**src/rtl/if_pkg.sv**
```systemverilog
// if_pkg: shared fetch-side types and constants (state encoding, widths, opcode field, PC step)
package if_pkg;
  typedef enum logic [1:0] {
    IDLE  = 2'd0,
    FETCH = 2'd1,
    HOLD  = 2'd2
  } state_t;
  localparam int INSTR_W  = 32;
  localparam int OPCODE_W = 11;
  localparam int OPC_HI   = 31;
  localparam int OPC_LO   = 21;
  localparam int PC_INC   = 4;
endpackage

```
**src/rtl/next_pc_calc.sv**
```systemverilog
// next_pc_calc: combinational next-PC select (branch target or sequential)
// ports: instr_pc (accepted instruction address), pc_src (branch taken),
//        br_offset (sign-extended word offset), next_pc (result, modulo 2^PC_W)
module next_pc_calc
  import if_pkg::*;
#(
  parameter int PC_W = 64
) (
  input  logic [PC_W-1:0] instr_pc,
  input  logic            pc_src,
  input  logic [PC_W-1:0] br_offset,
  output logic [PC_W-1:0] next_pc
);
  assign next_pc = instr_pc + (pc_src ? {br_offset[PC_W-3:0], 2'b00} : PC_W'(PC_INC));
endmodule

```
**src/rtl/if_fetch_unit.sv**
```systemverilog
// if_fetch_unit: LEGv8 instruction fetch; PC, imem req/ack, instr valid/ready, branch redirect
// ports: clk/rst (async high); run enables fetch; imem_req/imem_addr/imem_ack/imem_rdata memory side;
//        instr_valid/instr_ready/instr/opcode/instr_pc consumer side; pc_src/br_offset sampled at accept;
//        instr_count counts accepted instructions
module if_fetch_unit
  import if_pkg::*;
#(
  parameter int              PC_W     = 64,
  parameter logic [PC_W-1:0] RESET_PC = '0
) (
  input  logic                clk,
  input  logic                rst,
  input  logic                run,
  output logic                imem_req,
  output logic [PC_W-1:0]     imem_addr,
  input  logic                imem_ack,
  input  logic [INSTR_W-1:0]  imem_rdata,
  output logic                instr_valid,
  input  logic                instr_ready,
  output logic [INSTR_W-1:0]  instr,
  output logic [OPCODE_W-1:0] opcode,
  output logic [PC_W-1:0]     instr_pc,
  input  logic                pc_src,
  input  logic [PC_W-1:0]     br_offset,
  output logic [31:0]         instr_count
);
  state_t state, state_n;
  logic [PC_W-1:0] pc, next_pc;
  logic accept, launch;
  assign accept = instr_valid & instr_ready;
  assign opcode = instr[OPC_HI:OPC_LO];
  next_pc_calc #(.PC_W(PC_W)) u_next_pc (
    .instr_pc (instr_pc),
    .pc_src   (pc_src),
    .br_offset(br_offset),
    .next_pc  (next_pc)
  );
  always_comb
    state_n = (state == IDLE)  ? (run ? FETCH : IDLE) :
              (state == FETCH) ? (imem_ack ? HOLD : FETCH) :
              (state == HOLD)  ? (accept ? (run ? FETCH : IDLE) : HOLD) : IDLE;
  // a new request starts whenever we enter FETCH from IDLE or HOLD
  assign launch = (state_n == FETCH) && (state != FETCH);
  always_ff @(posedge clk or posedge rst)
    if (rst) state <= IDLE;
    else     state <= state_n;
  always_ff @(posedge clk or posedge rst) begin
    if (rst) begin
      pc          <= RESET_PC;
      imem_req    <= 1'b0;
      imem_addr   <= RESET_PC;
      instr_valid <= 1'b0;
      instr       <= '0;
      instr_pc    <= RESET_PC;
      instr_count <= '0;
    end else begin
      if (launch) begin
        imem_req  <= 1'b1;
        imem_addr <= (state == HOLD) ? next_pc : pc;
      end
      if (state == FETCH && imem_ack) begin
        instr       <= imem_rdata;
        instr_pc    <= pc;
        instr_valid <= 1'b1;
        imem_req    <= 1'b0;
      end
      if (accept) begin
        pc          <= next_pc;
        instr_valid <= 1'b0;
        instr_count <= instr_count + 32'd1;
      end
    end
  end
endmodule

```
**config.mk**
```make
export PLATFORM = sky130hd
export DESIGN_NAME = if_fetch_unit
export DESIGN_NICKNAME = d
export VERILOG_FILES = /design/src/rtl/if_pkg.sv /design/src/rtl/next_pc_calc.sv /design/src/rtl/if_fetch_unit.sv
export SDC_FILE = /design/constraint.sdc
export NUM_CORES = 1
export LEC_CHECK = 0
export BUFFER_PORTS_ARGS = -buffer_cell sky130_fd_sc_hd__buf_2
export CAP_MARGIN = 20
export CORE_MARGIN = 1
export CORE_UTILIZATION = 60
export CTS_BUF_LIST = sky130_fd_sc_hd__clkbuf_2 sky130_fd_sc_hd__clkbuf_4 sky130_fd_sc_hd__clkbuf_8
export DETAILED_ROUTE_END_ITERATION = 12
export GPL_TIMING_DRIVEN = 0
export PLACE_DENSITY = 0.87
export REMOVE_ABC_BUFFERS = 1
export SLEW_MARGIN = 20
export SYNTH_ARGS = -nofsm -noshare
export SYNTH_HDL_FRONTEND = slang
export SYNTH_SLANG_ARGS = --single-unit
```
**constraint.sdc**
```tcl
create_clock -name clk -period 12.3 [get_ports clk]
set_input_delay 0.615 -clock clk [delete_from_list [all_inputs] [get_ports clk]]
set_output_delay 0.615 -clock clk [all_outputs]
set_load 0.03 [all_outputs]
```
# --- After elaboration in Yosys (flattened, before gate mapping) ---
# Cells that the tools add are included.
op_classes:
  n_addsub: 2
  n_mul: 0
  div: 0
  magnitude_cmp: 0
  n_eq_ne: 4
  shifts: 0
  muxes: 12
  bitwise_logic: 1
  reduce_logical: 5
op_table:
  columns: ["operator", "count"]
  rows:
  - ["2-to-1 mux 64 bit", 2]
  - ["adder 64 bit", 1]
  - ["adder 32 x 1 -> 32 bit, second input constant", 1]
  - ["2-to-1 mux 2 bit", 5]
  - ["2-to-1 mux 1 bit", 5]
  - ["== test 2 x 1 -> 1 bit, second input constant", 2]
  - ["nonzero test 2 bit", 2]
  - ["== test 2 bit, second input constant", 1]
  - ["logical AND 1 bit", 2]
  - ["logical NOT 2 bit", 1]
  - ["!= test 2 x 1 -> 1 bit, second input constant", 1]
  - ["bitwise AND 1 bit", 1]
word_totals:
  regBits: 260
  latchBits: 0
  ram_bits: 0
  romBits: 0
  inputBits: 102
  output_inout_bits: 205
  wordCells: 32
  memories: 0

# --- Depth between registers and ports, before layout ---
logic_depth:
  depth_word: 9
  ltp_mapped: 14
  mapped_depth_nobuf: 14

# --- Hierarchy ---
# From an unflattened synthesis, not the netlist that was laid out.
unflattened:
  cells_unflattened: 1371
  area_unflattened_um2: 14487.6
modules_own_cells:
  columns: ["mod", "instances", "cells_each", "area_per_inst_um2"]
  rows:
  - ["if_fetch_unit", 1, 768, 10547.6]
  - ["next_pc_calc", 1, 603, 3940.0]

# --- Worst setup path after synthesis ---
# Ideal clock, no wire load.
synth_timing:
  kind: "input to register"
  from: "input pc_src"
  to: "register imem_addr[61]"
  setup_ns: 0.145
  t_arrival_ns: 3.136
  slack_ns: 9.019
  cell_stages: 13
  path_cell_list: "clkbuf_1 -> and2_1 -> ha_1 -> a21oi_1 -> o21ai_1 -> a2111o_1 -> a31oi_1 -> o221ai_1 -> o31ai_2 -> o21ai_1 -> a21oi_1 -> xor2_1 -> a21oi_1"
synth_via:
  elab_chain_len: 3
synth_lines:
  columns: ["item", "line_no", "text"]
  rows:
  - ["start: declaration", "if_fetch_unit.sv:23", "input logic pc_src,"]
  - ["2-to-1 mux 64 bit", "next_pc_calc.sv:14", "assign next_pc = instr_pc + (pc_src ? {br_offset[PC_W-3:0], 2'b00} : PC_W'(PC_INC));"]
  - ["adder 64 bit", "next_pc_calc.sv:14", null]
  - ["2-to-1 mux 64 bit", "if_fetch_unit.sv:59", "imem_addr <= (state == HOLD) ? next_pc : pc;"]
  - ["end signal: assignment", "if_fetch_unit.sv:59", null]
  - ["end: declaration", "if_fetch_unit.sv:15", "output logic [PC_W-1:0] imem_addr,"]
# Every way passes these cells.
# A chain may end at the register's enable or synchronous reset.

# --- Final worst setup path ---
layout_timing:
  from: "input pc_src"
  to: "register imem_addr[49]"
# Same word-level chain as after synthesis.

==> run_results.csv <==
group,metric,value,unit
status,status,"finished, final reports clean",
power_and_ir_drop,switching_power,2.14,mW
synthesis,syn_area,14400,um2
synthesis,synth_cells,1504,
floorplanning,die_y,157,um
setup_path,cpPeakStageDelay,800,ps
global_route,grt_max_degree,106,
synthesis,synth_largest_area_cell,"dfrtp_1",
synthesis,async_flop_share,100,%
final_layout,drive_above_1_share,29.5,%
clock_network,cts.sinks,260,
floorplanning,start_util,61.4,%
setup_path,crit_required,12670,ps
sta,hold_viol,0,
global_route,antenna_found_initial,0,
synthesis,synth_top_cell_area_share,45.0,%
power_and_ir_drop,total_power,4.62,mW
floorplanning,num_io_pins,307,
drt,wire_per_inst,18.7,um
clock_network,cts_hold_buf,0,
final_layout,post_layout_nonfiller_instances,2122,
global_route,met1_usage,40.7,%
flow_run,maxCapViolCount,0,
drt,drc_errors,0,
final_layout,design_area,17200,um2
setup_path,path_class,"input pin to flop",
power_and_ir_drop,peakVddDrop,0.000206,V
power_and_ir_drop,switching_share,46.4,%
final_layout,antenna_cells,0,
global_route,globalRouteMet3Util,8.34,%
synthesis,ys.flop_type,"dfrtp_1",
synthesis,synth_seq_cells,260,
setup_path,r2r_cells,11,
floorplanning,rows,56,
synthesis,synth_edf_count,0,
synthesis,avgSynthCellArea,9.61,um2
sta,report.final.slew_viol_count,0,
placed_design,dp.cells,2046,
worst_hold_path,min_path_type,"input pin to asynchronous set/reset pin",
clock_network,cts_tree,"yes",
power_and_ir_drop,pwr-share-seq,31.6,%
synthesis,synth.distinct_cells,77,
sta,period_needed,4240,ps
global_route,grt-ovfl-total,0,
power_and_ir_drop,powerDensity,269,nW/um2
sta,worstMarginPinSlew,1110,ps
sta,finalWorstSetupSlack,8060,ps
setup_path,cp_data_arrival_time,4610,ps
synthesis,yosysMostFrequentCell,"dfrtp_1",
drt,drt-total-wl,39.7,mm
global_route,use_met2,53.6,%
sta,finClkSkew,25.2,ps
power_and_ir_drop,internal_power,2.48,mW
setup_path,slowest_stage,"buf_2",
setup_path,cp-end-kind,"flop",
global_route,grt_usage,32.4,%
setup_path,cp_cell_sequence,"buf_2 -> and2_1 -> ha_1 -> a21oi_1 -> o21ai_0 -> a31o_1 -> o21ai_0 -> nand2_1 -> a21o_1 -> a31oi_1 -> o31ai_1 -> xnor2_1 -> a21oi_1",
power_and_ir_drop,leakage,8.48,nW
global_route,grt-busiest-layer,"met2",
setup_path,reg2reg_slack,8720,ps
floorplanning,dieArea,24700,um2
synthesis,synth_common_cells,"dfrtp_1, nand2_1, mux2_2, o21ai_0, a21oi_1",
drt,via_count,12461,
clock_network,cts_made_buffers,44,
drt,first_pass_iters,5,
placed_design,globalplace.congestion,0.916,
floorplanning,die_x,157,um
power_and_ir_drop,clkPwrFrac,17.4,%
drt,drt_iter0_drc,993,
final_layout,syn_to_final_growth,18.8,%
setup_path,crit_fanout,62,
sta,clock.fmax,236,MHz
clock_network,cts_root_buf,"clkbuf_8",
final_layout,nets,1938,
drt,via_per_inst,5.87,
setup_path,timing.rr.end,"imem_addr[49]$_DFFE_PP0P_",
sta,finalSetupViolCount,0,
setup_path,worstSetupStartpointType,"input pin",
setup_path,r2r-start,"instr_pc[10]$_DFFE_PP0P_",
sta,fin_setup_tns,0,ps
synthesis,yosys-top-cells-area,"dfrtp_1, mux2_2, nand2_1, ha_1, xnor2_1",
placed_design,dp_slack,7630,ps
clock_network,cts_htree_levels,2,
power_and_ir_drop,comb_power_share,51.0,%
sta,rsz0062_at_grt,"no",
sta,fin_crit_sh,34.5,%
synthesis,synth_warnings,0,
clock_network,clock_insertion_delay_worst_skew,560,ps
placed_design,dpl.hpwl,27.6,mm
sta,maxSlewHeadroom,25.9,%
clock_network,clk_pin_slew_worst_paths,60,ps
clock_network,cts_setup_buffers,0,
synthesis,ys_seq_area_share,45.0,%
clock_network,cts_buffer_depth,3,
clock_network,cts_resized,0,
drt,ant_nets,0,
global_route,grt_pass1_vias,12434,
floorplanning,core,23500,um2
placed_design,numPortBuffers,304,
placed_design,place_area,16300,um2
global_route,grt_pass1_wl,63.0,mm
-- cell type report --
type                       count  area [um2]
multi-input combinational   1124        7470
inverter                      25         101
timing repair buffer         318        1770
clock buffer                  67         841
sequential                   260        6510
tap                          319         399
fill                        1686        6370
clock inverter                 9        75.1
-- cell usage in the layout, fill, tap and decap left out, types with 5 or more instances in the layout --
| master | count |
|---|---|
| nor3_1 | 14 |
| clkbuf_4 | 13 |
| or3_1 | 19 |
| nand4_1 | 21 |
| xor2_1 | 28 |
| buf_6 | 7 |
| buf_16 | 5 |
| nand3_1 | 28 |
| buf_2 | 304 |
| clkbuf_8 | 54 |
| nor4_1 | 5 |
| nor2b_1 | 7 |
| a21oi_1 | 88 |
| a31oi_1 | 11 |
| nand2b_1 | 8 |
| o22ai_1 | 41 |
| clkinv_2 | 6 |
| xnor2_1 | 60 |
| o21ai_1 | 26 |
| nand2_1 | 239 |
| and2_1 | 65 |
| dfrtp_1 | 259 |
| ha_1 | 62 |
| and4_1 | 6 |
| a21o_1 | 26 |
| o21ai_0 | 100 |
| and3_1 | 14 |
| inv_1 | 24 |
| o21bai_1 | 9 |
| o21a_1 | 11 |
| nor2_1 | 58 |
| mux2_2 | 103 |
-- logic make-up (layout without fill, tap and decap cells) --
group                    after synthesis  count (layout)  share of synthesized area [%]
AO/OA/AOI/OAI                        368             368                           16.0
XOR/XNOR                              88              88                           5.33
adder cells (fa/ha/maj)               63              63                           5.51
multiplexers                         104             104                           8.10
buffers and inverters                120             419                           3.54
AND/OR/NAND/NOR                      501             501                           16.5
flip-flops                           260             260                           45.0
-- metrics by stage --
step                      hold slack, ps  utilization (%)
after floorplan                      450                -
after global placement               456             67.8
after detailed placement             457             69.0
after CTS                            106             72.9
after global routing                 148             72.9
final                                102             72.9
-- worst max-delay path by stage --
stage,startpoint,endpoint,slack (ps),cells after the start
after floorplan,rst,imem_addr[0]$_DFFE_PP0P_,4530,1
after global placement,rst,instr[8]$_DFFE_PP0P_,1820,2
after detailed placement,pc_src,imem_addr[55]$_DFFE_PP0P_,7630,14
after CTS,pc_src,imem_addr[55]$_DFFE_PP0P_,8200,14
after global routing,pc_src,imem_addr[61]$_DFFE_PP0P_,7820,14
final,pc_src,imem_addr[49]$_DFFE_PP0P_,8060,13
-- registers in the layout (all words and copies together) (netlist names) --
signal	flops
imem_addr	64
imem_req	1
pc	64
instr	32
instr_count	32
instr_pc	64
state	2
instr_valid	1
-- critical path, delay by kind of cell --
family                     cells  cell delay [ps]
AOI/OAI and AO/OA              8             2210
and+or+nand+nor                2              360
adders and majority gates      1              310
buffers and inverters          1              800
xor gates and xnor gates       1              290
-- power groups by stage --
stage / Combinational (mW) / Clock, mW / Sequential [mW]
floorplan: 1.13 / 0 / 1.95
global placement: 2.25 / 0 / 1.46
detailed placement: 2.33 / 0 / 1.46
CTS: 2.35 / 0.819 / 1.46
global route: 2.55 / 0.856 / 1.50
finish: 2.36 / 0.804 / 1.46
-- layer usage --
| metal | vias up | wire length, um |
|---|---|---|
| met5 | - | 0 |
| met4 | 0 | 1240 |
| met3 | 93 | 3370 |
| met2 | 523 | 18700 |
| met1 | 6039 | 16400 |
| li1 | 5806 | - |
Note: power is estimated with default switching activity, not from simulation.
